File: config.mk
export PLATFORM = sky130hd
export DESIGN_NAME = mem_port_arbiter_flat
export DESIGN_NICKNAME = d
export VERILOG_FILES = /design/src/rtl/mem_port_arbiter_if.sv /design/src/rtl/mem_port_arbiter.sv /design/src/flat_wrapper.sv
export SDC_FILE = /design/constraint.sdc
export NUM_CORES = 1
export LEC_CHECK = 0
export ABC_AREA = 0
export CAP_MARGIN = 25
export CORE_ASPECT_RATIO = 0.9
export CORE_MARGIN = 4
export CORE_UTILIZATION = 25
export CTS_CLUSTER_DIAMETER = 50
export CTS_CLUSTER_SIZE = 28
export DETAILED_ROUTE_END_ITERATION = 7
export PLACE_DENSITY = 0.54
export SETUP_SLACK_MARGIN = 0.1
export SKIP_LAST_GASP = 1
export SYNTH_ARGS = -nofsm -noshare
export SYNTH_HDL_FRONTEND = slang
export SYNTH_SLANG_ARGS = --single-unit
File: constraint.sdc
create_clock -name clock -period 17.7 [get_ports clock]
set_input_delay 5.31 -clock clock [delete_from_list [all_inputs] [get_ports clock]]
set_output_delay 5.31 -clock clock [all_outputs]
set_load 0.02 [all_outputs]
File: src/rtl/mem_port_arbiter_if.sv
// Request/response and memory-side signal bundle for mem_port_arbiter.
// The arbiter takes the slave view; requesters and the memory model take the master view.
interface mem_port_arbiter_if #(
  parameter int ADDR_W = 64,
  parameter int DATA_W = 64
);
  logic              i_req;
  logic [ADDR_W-1:0] i_addr;
  logic              i_ack;
  logic [31:0]       i_rdata;
  logic              d_req;
  logic              d_we;
  logic [ADDR_W-1:0] d_addr;
  logic [DATA_W-1:0] d_wdata;
  logic              d_ack;
  logic [DATA_W-1:0] d_rdata;
  logic              mem_en;
  logic              mem_we;
  logic [ADDR_W-1:0] mem_addr;
  logic [DATA_W-1:0] mem_wdata;
  logic [DATA_W-1:0] mem_rdata;
  logic              busy;

  modport slave (
    input  i_req, i_addr, d_req, d_we, d_addr, d_wdata, mem_rdata,
    output i_ack, i_rdata, d_ack, d_rdata, mem_en, mem_we, mem_addr, mem_wdata, busy
  );

  modport master (
    output i_req, i_addr, d_req, d_we, d_addr, d_wdata, mem_rdata,
    input  i_ack, i_rdata, d_ack, d_rdata, mem_en, mem_we, mem_addr, mem_wdata, busy
  );
endinterface

File: src/rtl/mem_port_arbiter.sv
// Shares one fixed-latency memory port between instruction fetch and data access.
// Data wins by default; a starvation counter forces a fetch grant after STARVE_MAX data grants.
module mem_port_arbiter #(
  parameter int ADDR_W      = 64,
  parameter int DATA_W      = 64,
  parameter int MEM_LATENCY = 2,
  parameter int STARVE_MAX  = 4
) (
  input logic               clock,
  input logic               reset,
  mem_port_arbiter_if.slave bus
);
  localparam logic [1:0] S_IDLE = 2'd0;
  localparam logic [1:0] S_BUSY = 2'd1;
  localparam logic [1:0] S_RESP = 2'd2;
  localparam int SC_W = $clog2(STARVE_MAX + 1);
  localparam logic [SC_W-1:0] SC_MAX   = SC_W'(STARVE_MAX);
  localparam logic [3:0]      LAT_INIT = 4'(MEM_LATENCY);

  logic [1:0]        state_q, state_d;
  logic              owner_fetch_q, owner_fetch_d;
  logic              store_q, store_d;
  logic              half_q, half_d;
  logic [3:0]        lat_cnt_q, lat_cnt_d;
  logic [SC_W-1:0]   starve_cnt_q, starve_cnt_d;
  logic              mem_en_q, mem_en_d;
  logic              mem_we_q, mem_we_d;
  logic [ADDR_W-1:0] mem_addr_q, mem_addr_d;
  logic [DATA_W-1:0] mem_wdata_q, mem_wdata_d;
  logic              i_ack_q, i_ack_d;
  logic              d_ack_q, d_ack_d;
  logic [31:0]       i_rdata_q, i_rdata_d;
  logic [DATA_W-1:0] d_rdata_q, d_rdata_d;
  logic              busy_q, busy_d;
  logic              data_win;
  logic              unused_addr_bits;

  // Accesses are doubleword aligned; only i_addr[2] matters below the dword boundary.
  assign unused_addr_bits = ^{bus.d_addr[2:0], bus.i_addr[1:0]};

  always_comb begin
    state_d       = state_q;
    owner_fetch_d = owner_fetch_q;
    store_d       = store_q;
    half_d        = half_q;
    lat_cnt_d     = lat_cnt_q;
    starve_cnt_d  = starve_cnt_q;
    mem_addr_d    = mem_addr_q;
    mem_wdata_d   = mem_wdata_q;
    i_rdata_d     = i_rdata_q;
    d_rdata_d     = d_rdata_q;
    mem_en_d      = 1'b0;
    mem_we_d      = 1'b0;
    i_ack_d       = 1'b0;
    d_ack_d       = 1'b0;
    data_win      = bus.d_req && !(bus.i_req && starve_cnt_q == SC_MAX);

    case (state_q)
      S_IDLE: begin
        if (bus.i_req || bus.d_req) begin
          state_d   = S_BUSY;
          lat_cnt_d = LAT_INIT;
          mem_en_d  = 1'b1;
          if (data_win) begin
            owner_fetch_d = 1'b0;
            store_d       = bus.d_we;
            mem_we_d      = bus.d_we;
            mem_addr_d    = {bus.d_addr[ADDR_W-1:3], 3'b000};
            mem_wdata_d   = bus.d_wdata;
            starve_cnt_d  = bus.i_req ? starve_cnt_q + 1'b1 : '0;
          end else begin
            owner_fetch_d = 1'b1;
            store_d       = 1'b0;
            half_d        = bus.i_addr[2];
            mem_addr_d    = {bus.i_addr[ADDR_W-1:3], 3'b000};
            starve_cnt_d  = '0;
          end
        end
      end
      S_BUSY: begin
        lat_cnt_d = lat_cnt_q - 1'b1;
        // Read data is valid exactly in the BUSY cycle where the count reaches zero.
        if (lat_cnt_q == 4'd0) begin
          state_d   = S_RESP;
          lat_cnt_d = 4'd0;
          if (owner_fetch_q) begin
            i_ack_d   = 1'b1;
            i_rdata_d = half_q ? bus.mem_rdata[63:32] : bus.mem_rdata[31:0];
          end else begin
            d_ack_d = 1'b1;
            if (!store_q) d_rdata_d = bus.mem_rdata;
          end
        end
      end
      S_RESP:  state_d = S_IDLE;
      default: state_d = S_IDLE;
    endcase

    busy_d = (state_d != S_IDLE);
  end

  always_ff @(posedge clock or posedge reset) begin
    if (reset) begin
      state_q       <= S_IDLE;
      owner_fetch_q <= 1'b0;
      store_q       <= 1'b0;
      half_q        <= 1'b0;
      lat_cnt_q     <= '0;
      starve_cnt_q  <= '0;
      mem_en_q      <= 1'b0;
      mem_we_q      <= 1'b0;
      mem_addr_q    <= '0;
      mem_wdata_q   <= '0;
      i_ack_q       <= 1'b0;
      d_ack_q       <= 1'b0;
      i_rdata_q     <= '0;
      d_rdata_q     <= '0;
      busy_q        <= 1'b0;
    end else begin
      state_q       <= state_d;
      owner_fetch_q <= owner_fetch_d;
      store_q       <= store_d;
      half_q        <= half_d;
      lat_cnt_q     <= lat_cnt_d;
      starve_cnt_q  <= starve_cnt_d;
      mem_en_q      <= mem_en_d;
      mem_we_q      <= mem_we_d;
      mem_addr_q    <= mem_addr_d;
      mem_wdata_q   <= mem_wdata_d;
      i_ack_q       <= i_ack_d;
      d_ack_q       <= d_ack_d;
      i_rdata_q     <= i_rdata_d;
      d_rdata_q     <= d_rdata_d;
      busy_q        <= busy_d;
    end
  end

  assign bus.i_ack     = i_ack_q;
  assign bus.i_rdata   = i_rdata_q;
  assign bus.d_ack     = d_ack_q;
  assign bus.d_rdata   = d_rdata_q;
  assign bus.mem_en    = mem_en_q;
  assign bus.mem_we    = mem_we_q;
  assign bus.mem_addr  = mem_addr_q;
  assign bus.mem_wdata = mem_wdata_q;
  assign bus.busy      = busy_q;
endmodule
File: src/flat_wrapper.sv
// flat-port wrapper written by rule: the top's interface ports become plain ports
module mem_port_arbiter_flat 
#(
  parameter int ADDR_W      = 64,
  parameter int DATA_W      = 64,
  parameter int MEM_LATENCY = 2,
  parameter int STARVE_MAX  = 4
)
  (clock, reset, bus_i_req, bus_i_addr, bus_d_req, bus_d_we, bus_d_addr, bus_d_wdata, bus_mem_rdata, bus_i_ack, bus_i_rdata, bus_d_ack, bus_d_rdata, bus_mem_en, bus_mem_we, bus_mem_addr, bus_mem_wdata, bus_busy);
  mem_port_arbiter_if #(.ADDR_W(ADDR_W), .DATA_W(DATA_W)) bus_i ();
  input logic clock;
  input logic reset;
  input wire logic [$bits(bus_i.i_req)-1:0] bus_i_req;
  input wire logic [$bits(bus_i.i_addr)-1:0] bus_i_addr;
  input wire logic [$bits(bus_i.d_req)-1:0] bus_d_req;
  input wire logic [$bits(bus_i.d_we)-1:0] bus_d_we;
  input wire logic [$bits(bus_i.d_addr)-1:0] bus_d_addr;
  input wire logic [$bits(bus_i.d_wdata)-1:0] bus_d_wdata;
  input wire logic [$bits(bus_i.mem_rdata)-1:0] bus_mem_rdata;
  output wire logic [$bits(bus_i.i_ack)-1:0] bus_i_ack;
  output wire logic [$bits(bus_i.i_rdata)-1:0] bus_i_rdata;
  output wire logic [$bits(bus_i.d_ack)-1:0] bus_d_ack;
  output wire logic [$bits(bus_i.d_rdata)-1:0] bus_d_rdata;
  output wire logic [$bits(bus_i.mem_en)-1:0] bus_mem_en;
  output wire logic [$bits(bus_i.mem_we)-1:0] bus_mem_we;
  output wire logic [$bits(bus_i.mem_addr)-1:0] bus_mem_addr;
  output wire logic [$bits(bus_i.mem_wdata)-1:0] bus_mem_wdata;
  output wire logic [$bits(bus_i.busy)-1:0] bus_busy;
  assign bus_i.i_req = bus_i_req;
  assign bus_i.i_addr = bus_i_addr;
  assign bus_i.d_req = bus_d_req;
  assign bus_i.d_we = bus_d_we;
  assign bus_i.d_addr = bus_d_addr;
  assign bus_i.d_wdata = bus_d_wdata;
  assign bus_i.mem_rdata = bus_mem_rdata;
  assign bus_i_ack = bus_i.i_ack;
  assign bus_i_rdata = bus_i.i_rdata;
  assign bus_d_ack = bus_i.d_ack;
  assign bus_d_rdata = bus_i.d_rdata;
  assign bus_mem_en = bus_i.mem_en;
  assign bus_mem_we = bus_i.mem_we;
  assign bus_mem_addr = bus_i.mem_addr;
  assign bus_mem_wdata = bus_i.mem_wdata;
  assign bus_busy = bus_i.busy;
  mem_port_arbiter #(.ADDR_W(ADDR_W), .DATA_W(DATA_W), .MEM_LATENCY(MEM_LATENCY), .STARVE_MAX(STARVE_MAX)) u_core (.clock(clock), .reset(reset), .bus(bus_i));
endmodule
==> run metrics <==
Slew Limit Fails=0; core box area=38400 um2; Yosys top cell area share=0.614; fin crit share=0.427; Fmax=about 0.13 GHz; #FFs+latches synth=approximately 240; Rel. slew slack=0.353; full die area=roughly 42000 um2; vias in the first global route=roughly 8400; PortBufs=481; Synth Area per Inst=11.9 um2; post-CTS sizing=0; Hold Crit Class=reg2reg; grt total ovfl=0; ys flop type=dfrtp_1; Setup-failing EPs final=0; area of the multi-input gates=3420 um2; Peak VDD IR=between 0.09 and 0.1 mV; Worst-path clk slew=roughly 50 ps; clock skew=18.0 ps; first-pass GRT wire length=about 50000 um; area leader, netlist=dfrtp_1; gr usage total=0.154; Die Ht=195 um; initial antenna violation count=1; io pins=between 400 and 500; CP Max Fanout=between 70 and 80; flop-to-flop setup slack=roughly 15000 ps; MaxCap Viol Count=0; CTS tree=done; critical path launch point type=input pin; hold depth=1; Die Width=between 200 and 250 um; Worst-Margin Slew=around 970 ps; Critical Path RT=approximately 18000 ps; Post-layout nets=between 1500 and 2000; Reg2Reg Depth=7; Pre-Repair DR Iteration Count=4; register area=just under 6000 um2; fin crit period=between 7000 and 8000 ps; RSZ-0062 raised after global routing=false; vias per cell=roughly 4.3; Post-Syn Area=around 9700 um2; row cnt=roughly 70; Final WS setup=10140 ps; DR iter-0 viols=444; Unique masters post-synth=36; final WL=roughly 34000 um; Finished Core Util=0.423; Residual DRC=0; TritonCTS Buffers=36; TritonCTS sink count=238; HPWL after DPL=around 24000 um; Synth Instances=just over 800; Post-synth EDFFs=0; CP arrival=between 7000 and 8000 ps; setup tns final=0 ps; clk_lat worst skew=between 500 and 600 ps; pwr/cell area=between 150 and 200 nW/um2; Hold Buf Count CTS=0; Post-synth top cells=238 x dfrtp_1, 122 x a21oi_1, 100 x nand2_1; Post CTS Setup Buffer Count=0; Initial Util=0.253; mean routed wirelength per cell=between 15 and 20 um; fillers=approximately 3700; CP Class=in2reg; Synth area leaders=dfrtp_1 61%, mux2_2 8.7%, a21oi_1 6.3%, mux2_1 6.0%, nand2_1 3.9%; Ys Warns=0; largest net degree at the start of global routing=120; post-synthesis sequential area ratio=0.614; Synth-to-Final Area Change=67.4%; fraction of layout cells with a size suffix above 1=0.121; clock root cell=clkbuf_16; GP Congestion=0.769; number of H-tree levels=2; Tot Pwr=roughly 3200 uW; CTS Buffer Depth=3; vias=between 7000 and 8000; most common cell in the synthesized netlist=dfrtp_1; Post-synth ARST share=1.00; post-route ant nets=0; Hold Slack=approximately 480 ps; status=completed; Worst setup EP type=flip-flop; Pleak=a little under 0.007 uW; Fin. Hold Viols=0; worst slack at placement=about 9500 ps
## power breakdown
group          internal [uW]  switching [uW]
sequential               821             142
combinational            724             787
clock                    474             282
## cell usage in the layout (no fill, tap or decap), drive strengths merged, types with 2 or more instances in the layout
cell type / n
clkdlybuf4s50: 481
dfrtp: 238
mux2: 128
a21oi: 122
nand2: 102
nor2: 69
clkbuf: 41
o21ai: 37
mux2i: 33
inv: 13
buf: 9
clkinv: 9
bufinv: 5
nand3: 4
nand2b: 3
conb: 3
clkinvlp: 3
nor2b: 2
nor3: 2
ha: 2
and3: 2
## cell families after synthesis
kind of cell               count (synthesis)  synth area share
AOI/OAI and AO/OA                        164            0.0867
adders and majority gates                  2           0.00258
muxes                                    161             0.183
DFF                                      238             0.614
and+or+nand+nor                          188            0.0779
other                                      1          0.000387
buffers and inverters                     61            0.0353
## flip-flops by register name (all words and copies together), names as in the netlist, 2 cells and up
register / cells
u_core.bus.i_rdata: 32
u_core.bus.mem_addr: 61
u_core.lat_cnt_q: 4
u_core.state_q: 2
u_core.starve_cnt_q: 3
u_core.bus.mem_wdata: 64
u_core.bus.d_rdata: 64
## critical path, cell delays in order
cell,delay [ps]
clkdlybuf4s50_1,500
o21ai_4,220
buf_4,690
inv_2,320
buf_4,420
and3_1,310
a21o_1,150
## layout make-up
type,count,area share
Sequential cell,238,0.367
Timing Repair Buffer,490,0.301
Multi-Input combinational cell,518,0.211
Clock buffer,41,0.0592
Tap cell,525,0.0405
Clock inverter,24,0.0200
Inverter,6,0.00185
Antenna cell,1,0.000154
## through the flow
step / instances / cell area, um2
3_3_place_gp: 1777 / 15000
6_report: 1843 / 16200
4_1_cts: 1842 / 16200
5_1_grt: 1843 / 16200
2_1_floorplan: 817 / 9710
3_5_place_dp: 1777 / 15000
## final timing paths
path,start,end
max reg2reg,u_core.state_q[1],u_core.store_q
min,u_core.store_q,u_core.store_q
min in group asynchronous,reset,u_core.bus.mem_addr[58]
max,bus_d_req,u_core.store_q
max in group asynchronous,reset,u_core.bus.mem_wdata[32]
min reg2reg,u_core.store_q,u_core.store_q
## layer usage
metal | part of all wire | track usage | up-vias
li1 | - | - | 3753
met1 | 0.40 | 0.189 | 3897
met2 | 0.49 | 0.257 | 284
met3 | 0.079 | 0.0510 | 60
met4 | 0.028 | 0.0503 | 0
met5 | 0 | 0 | -
Power figures use the tool's default switching activity.
